<file path="src/rtl/uart_pkg.sv">
// Shared UART definitions: frame constants, bit-period computation and the
// receiver/transmitter FSM state encoding.
package uart_pkg;

  localparam int DATA_BITS = 8;
  localparam int STOP_BITS = 1;

  typedef enum logic [2:0] {
    IDLE,
    START,
    DATA,
    STOP,
    WAIT_IDLE
  } uart_state_e;

  function automatic int calc_clks_per_bit(input int clk_freq_hz, input int baud_rate);
    return clk_freq_hz / baud_rate;
  endfunction

endpackage

</file>
<file path="src/rtl/uart_rx_sync.sv">
// Two-flop synchronizer for an asynchronous single-bit input.
module uart_rx_sync #(
  parameter logic RESET_VAL = 1'b1
) (
  input  logic i_clk,
  input  logic i_rst_n,
  input  logic i_async,
  output logic o_sync
);

  logic meta;

  always_ff @(posedge i_clk or negedge i_rst_n) begin
    if (!i_rst_n) begin
      meta   <= RESET_VAL;
      o_sync <= RESET_VAL;
    end else begin
      meta   <= i_async;
      o_sync <= meta;
    end
  end

endmodule

</file>
<file path="src/rtl/uart_rx.sv">
// 8N1 UART receiver: mid-bit sampling from a down-counting bit timer, byte
// delivered on a valid/ready handshake with framing-error and overrun pulses.
module uart_rx
  import uart_pkg::*;
#(
  parameter int clk_freq_hz = 100000000,
  parameter int baud_rate   = 115200
) (
  input  logic                 i_clk,
  input  logic                 i_rst_n,
  input  logic                 i_uart_rx,
  output logic [DATA_BITS-1:0] o_data,
  output logic                 o_valid,
  input  logic                 i_ready,
  output logic                 o_frame_err,
  output logic                 o_overrun
);

  localparam int CLKS_PER_BIT = calc_clks_per_bit(clk_freq_hz, baud_rate);
  localparam int HALF_BIT     = CLKS_PER_BIT / 2;
  localparam int CNT_W        = $clog2(CLKS_PER_BIT);

  localparam logic [CNT_W-1:0] HALF_LOAD = CNT_W'(HALF_BIT - 1);
  localparam logic [CNT_W-1:0] FULL_LOAD = CNT_W'(CLKS_PER_BIT - 1);
  localparam logic [2:0]       LAST_IDX  = 3'(DATA_BITS - 1);

  logic                 rx_s;
  uart_state_e          state, state_next;
  logic [CNT_W-1:0]     cnt, cnt_next;
  logic [2:0]           bit_idx, idx_next;
  logic [DATA_BITS-1:0] shreg, shreg_next;
  logic                 tick;
  logic                 byte_done;
  logic                 frame_err_set;

  uart_rx_sync #(
    .RESET_VAL(1'b1)
  ) u_sync (
    .i_clk  (i_clk),
    .i_rst_n(i_rst_n),
    .i_async(i_uart_rx),
    .o_sync (rx_s)
  );

  assign tick = (cnt == '0);

  always_ff @(posedge i_clk or negedge i_rst_n) begin
    if (!i_rst_n) begin
      state   <= IDLE;
      cnt     <= '0;
      bit_idx <= '0;
      shreg   <= '0;
    end else begin
      state   <= state_next;
      cnt     <= cnt_next;
      bit_idx <= idx_next;
      shreg   <= shreg_next;
    end
  end

  // The timer free-runs down to zero and parks there; each state reloads it
  // for the next sampling point.
  always_comb begin
    state_next    = state;
    cnt_next      = tick ? cnt : cnt - CNT_W'(1);
    idx_next      = bit_idx;
    shreg_next    = shreg;
    byte_done     = 1'b0;
    frame_err_set = 1'b0;
    case (state)
      IDLE: begin
        if (!rx_s) begin
          cnt_next   = HALF_LOAD;
          state_next = START;
        end
      end
      START: begin
        if (tick) begin
          if (!rx_s) begin
            cnt_next   = FULL_LOAD;
            idx_next   = '0;
            state_next = DATA;
          end else begin
            state_next = IDLE;
          end
        end
      end
      DATA: begin
        if (tick) begin
          shreg_next = {rx_s, shreg[DATA_BITS-1:1]};
          cnt_next   = FULL_LOAD;
          idx_next   = bit_idx + 3'd1;
          if (bit_idx == LAST_IDX) state_next = STOP;
        end
      end
      STOP: begin
        if (tick) begin
          if (rx_s) begin
            byte_done  = 1'b1;
            state_next = IDLE;
          end else begin
            frame_err_set = 1'b1;
            state_next    = WAIT_IDLE;
          end
        end
      end
      WAIT_IDLE: begin
        if (rx_s) state_next = IDLE;
      end
      default: state_next = IDLE;
    endcase
  end

  // A completing byte may replace the held one only if that one leaves now.
  always_ff @(posedge i_clk or negedge i_rst_n) begin
    if (!i_rst_n) begin
      o_data      <= '0;
      o_valid     <= 1'b0;
      o_frame_err <= 1'b0;
      o_overrun   <= 1'b0;
    end else begin
      o_frame_err <= frame_err_set;
      o_overrun   <= 1'b0;
      if (byte_done) begin
        if (!o_valid || i_ready) begin
          o_data  <= shreg;
          o_valid <= 1'b1;
        end else begin
          o_overrun <= 1'b1;
        end
      end else if (o_valid && i_ready) begin
        o_valid <= 1'b0;
      end
    end
  end

endmodule
</file>
<file path="config.mk">
export PLATFORM = sky130hd
export DESIGN_NAME = uart_rx
export DESIGN_NICKNAME = d
export VERILOG_FILES = /design/src/rtl/uart_pkg.sv /design/src/rtl/uart_rx_sync.sv /design/src/rtl/uart_rx.sv
export SDC_FILE = /design/constraint.sdc
export NUM_CORES = 1
export LEC_CHECK = 0
export ABC_CLOCK_PERIOD_IN_PS = 6400
export BUFFER_PORTS_ARGS = -buffer_cell sky130_fd_sc_hd__buf_2
export CAP_MARGIN = 20
export CORE_MARGIN = 1.5
export CORE_UTILIZATION = 30
export CTS_CLUSTER_DIAMETER = 200
export DETAILED_ROUTE_END_ITERATION = 7
export PLACE_DENSITY = 0.5
export SKIP_LAST_GASP = 1
export SLEW_MARGIN = 5
export SYNTH_ARGS = -nofsm -noshare
export SYNTH_HDL_FRONTEND = slang
export SYNTH_SLANG_ARGS = --single-unit
</file>
<file path="constraint.sdc">
create_clock -name i_clk -period 6.4 [get_ports i_clk]
set_input_delay 0.64 -clock i_clk [delete_from_list [all_inputs] [get_ports i_clk]]
set_output_delay 0.64 -clock i_clk [all_outputs]
set_load 0.05 [all_outputs]
</file>
**After elaboration in Yosys (flattened, before gate mapping)**

Cells that the tools add are included.

- $add $sub $neg: 2
- Equal/unequal tests: 13
- Mux-type cells: 30
- Reduce and logical (&&, ||, !) cells: 12

Operators with widths:

| cell | number |
|---|---|
| $mux W10 | 5 |
| $mux W3 | 10 |
| $pmux W10 S3 | 1 |
| $pmux W3 S5 | 1 |
| $ne A2 B2 Y1 const B | 6 |
| $mux W1 | 11 |
| $logic_not A10 Y1 | 1 |
| $sub A10 B1 Y10 const B | 1 |
| $eq A3 B2 Y1 const B | 2 |
| $eq A3 B3 Y1 const B | 2 |
| $pmux W3 S2 | 1 |
| $reduce_and A2 Y1 | 3 |
| $reduce_and A6 Y1 | 1 |
| $ne A2 B1 Y1 const B | 2 |
| $reduce_and A4 Y1 | 1 |
| $reduce_bool A2 Y1 | 2 |
| $add A3 B1 Y3 const B | 1 |
| $eq A3 B1 Y1 const B | 1 |
| $logic_not A3 Y1 | 1 |
| $mux W2 | 1 |
| $logic_and A1 B1 Y1 | 1 |
| $logic_not A1 Y1 | 1 |
| $logic_or A1 B1 Y1 | 1 |

- Register bits: 37
- Bits of input ports: 4
- Logic and storage cells: 67

**Depth between registers and ports, before layout**

- Depth after elaboration: 5
- Gate-level depth with buffers: 11
- Gate-level depth less buffers: 9

**Cells and area by module**

Synthesis repeated with hierarchy kept, for this count alone.

- Cell total of the unflattened synthesis: 148
- Area, all modules: 1,766.7 um^2

By module, submodules not included:

| module | times used | cells each | area an instance (um^2) |
|---|---|---|---|
| uart_rx | 1 | 146 | 1,714.1 |
| uart_rx_sync | 1 | 2 | 52.6 |

**Worst setup path before layout**

Ideal clock, no wire load.

- Path kind: reg2reg
- Start point: reg cnt[0]
- End point: reg o_data[0]
- Library setup time: 125 ps
- Data arrival time: 2,076 ps
- Required time: 6,275 ps
- Slack: 4,199 ps
- Stages on the path, launching flop included: 9
- Buffers on the path: 1
- Period minus slack after synthesis: 2,201 ps
- Path through: dfrtp_1 > inv_1 > ha_1 > nor4b_4 > and3_1 > buf_4 > inv_2 > nor4_4 > mux2_2

- Longest elaborated chain between the ends: 4

RTL lines:

| what | line | source |
|---|---|---|
| from (decl) | uart_rx.sv:29 | `logic [CNT_W-1:0] cnt, cnt_next;` |
| from (signal assigned) | uart_rx.sv:55 | `cnt <= cnt_next;` |
| $logic_not A10 Y1 | uart_rx.sv:45 | `assign tick = (cnt == '0);` |
| $mux W1 | uart_rx.sv:97 | `if (tick) begin` |
| $mux W1 | uart_rx.sv:70 | `case (state)` |
| $reduce_and A2 Y1 (no source line) | -- |  |
| to (signal assigned) | uart_rx.sv:126 | `o_data <= shreg;` |
| to (decl) | uart_rx.sv:12 | `output logic [DATA_BITS-1:0] o_data,` |

Every way passes these cells.
A chain may end at the register's enable or synchronous reset.

**Worst setup path in the final report**

- Start point: reg cnt[1]
- End point: reg o_data[4]

Same word-level chain as after synthesis.

==> results.toml <==
[critical_path]
cp_slowest_cell = "nor4_4"
critPathTopFamily = "simple AND/OR/NAND/NOR gates"
worstReg2RegStart = "cnt[1]$_DFF_PN0_"
cp.required_ps = 6580
crit_chain = "inv_1 > ha_1 > nor4b_4 > and3_1 > inv_2 > nor4_4 > mux2_2"
critPathMaxStageDelay_ps = 590
cp.arrival_ps = 2870
crit_path_end_kind = "register"
start_kind = "register"
setup.worst_path.start = "cnt[1]$_DFF_PN0_"
worst-setup-path-type = "reg -> reg"
cp_max_fo = 11
critPathBufInv = 2

[placement]
port_buffers = 14
place_ws_ps = 3715
place_congestion = 0.8733
hpwl_mm = 2.486

[global_route]
track_usage_pct = 12.64
grt_max_degree = 38
grt_pass1_wl_mm = 6.065
antenna_found_initial = 0
first_global_vias = 1296
overflow = 0

[floorplanning]
core_um2 = 5574
die_area_um2 = 6298
ios = 15
start_util_pct = 31.38
die_h_um = 79.36
rows = 27
dieWidth_um = 79.36

[flow_run]
cap_violations = 0

[pwr]
p_leak_nw = 0.9393
peakVddDrop_uv = 129.9
p_switching_uw = 89.67
p_sw_share_pct = 20.24
p_int_uw = 353.3
power_uw = 442.9
combinationalPowerShare_pct = 1.7
seq_power_share_pct = 53.2
p_clk_share_pct = 45.1
power_density_nw_per_um2 = 222.2

[clock_tree]
cts_setup_buffers = 0
ctsHoldBuffers = 0
cts_resized = 0
root_buffer = "clkbuf_8"
clock_sinks = 37
cts.clk_slew.worst_paths_ps = 70
cts_buffers = 5
ctsLongestPathBuffers = 2
clk_latency_ps = 290
htreeDepth = 2
cts_tree = "done"

[routing]
drc_errors = 0
drt_iter0_drc = 141
vias = 1281
routedWlPerCell_um = 14.24
ant_nets = 0
vias_per_cell = 5.250
wirelength_mm = 3.475
detail_route.first_pass.iterations = 4

[sta]
fin_crit_ps = 2689
period_share_pct = 42.01
fin_ws_ps = 3711
finalSetupTns_ps = 0
tightest_slew_ps = 812.3
final-setup-viol-count = 0
slew_headroom_pct = 45.84
grt_setup_unrepaired = "no"
fmax_mhz = 371.9
report.final.hold_viol_count = 0
drv_slew = 0
whs_ps = 356.7
fin_skew_ps = 5.431

[layout]
fin_nets = 179
final_common_cell = "dfrtp_1"
drive_gt1_share_pct = 26.74
final_cell_mix = "35 x dfrtp_1, 15 x mux2_2, 14 x buf_2"
area_delta_synth_final_pct = 13.95
antenna_cells = 0
final_core_util_pct = 35.76
n_fill_cell = 555

[min_path]
hp-class = "reg -> reg"
hold_start = "u_sync.meta$_DFF_PN1_"

[synthesis]
synth_edf_count = 0
syn_inst = 156
yosysWarnings = 0
ys_async_sr_fraction_pct = 100.0
synth_cell_types = 40
synthTopCellsByArea = "dfrtp_1 50%, mux2_2 9.7%, dfstp_2 3.0%"
yosys_most_used_dff = "dfrtp_1"
yosysTopAreaCellShare_pct = 50.07
synthesis.area_um2 = 1749
synth_seq_cells = 37
yosysTopAreaCell = "dfrtp_1"
synth_area_per_cell_um2 = 11.21
syn_nets = 164
yosysSeqAreaShare_pct = 53.08

[run_status]
status = "finished, final reports clean"
## final timing paths
path,depth (start not counted),slack (ps),to
min in group asynchronous,1,440,cnt[4]$_DFF_PN0_
max,7,3710,o_data[4]$_DFFE_PN0P_
min,0,360,u_sync.o_sync$_DFF_PN1_
max in group asynchronous,1,5450,cnt[9]$_DFF_PN0_
max reg2reg,7,3710,o_data[4]$_DFFE_PN0P_
min reg2reg,0,360,u_sync.o_sync$_DFF_PN1_
## metrics by stage
stage                     std cells  cell area, um2
after floorplan                 156            1749
after global placement          236            1882
after detailed placement        236            1882
after CTS                       244            1993
after global routing            244            1993
final                           244            1993
## worst register-to-register path, delay by kind of cell (launching register included)
family	cells	cell delay [ps]
fa+ha+maj	1	260
flops	1	400
simple gates	3	1260
mux	1	410
buf+inv	2	260
## power by group through the flow
stage | clock [mW] | combinational [mW] | sequential (mW)
2_1_floorplan | 0 | 0.00262 | 0.239
3_3_place_gp | 0 | 0.00773 | 0.240
3_5_place_dp | 0 | 0.00791 | 0.240
4_1_cts | 0.205 | 0.00800 | 0.236
5_1_grt | 0.219 | 0.00913 | 0.236
6_report | 0.200 | 0.00750 | 0.236
## cell type report
type                            instances  area (um2)  share of cell area, %
Clock buffer                            6       72.57                  3.641
Timing Repair Buffer                   14       70.07                  3.515
Tap cell                               72       90.09                  4.520
Sequential cell                        37       928.4                  46.58
Inverter                                6       22.52                  1.130
Multi-Input combinational cell        107       770.7                  38.67
Clock inverter                          2       38.79                  1.946
## layer usage
layer	up-vias	track usage (%)	routed length, um
met5	-	0	0
met4	0	4.561	57
met3	7	4.713	159
li1	607	-	-
met2	23	20.26	1635
met1	644	15.50	1623
## synth_stat cells (all sizes together) (2+ instances only)
cell,n
dfrtp,35
mux2,15
nand2,11
nor2,10
nor3,10
o21ai,9
a21oi,6
inv,6
or3,5
clkbuf,4
ha,4
mux2i,4
a31o,3
nand2b,3
nand3,3
a22o,2
and3,2
buf,2
dfstp,2
nand4,2
nor4,2
## sequential cells by signal, summed over array words and instances, names as in the netlist
signal / flops
o_valid: 1
o_overrun: 1
o_data: 8
shreg: 8
state: 3
u_sync.o_sync: 1
u_sync.meta: 1
cnt: 10
o_frame_err: 1
bit_idx: 3
## logic make-up after synthesis
family,synth area share [%]
multiplexers,11.95
AND/OR/NAND/NOR,18.60
AO/OA/AOI/OAI,10.66
flip-flops,53.08
adder cells (fa/ha/maj),2.861
buffers and inverters,2.861
(Power assumes the default switching activity.)
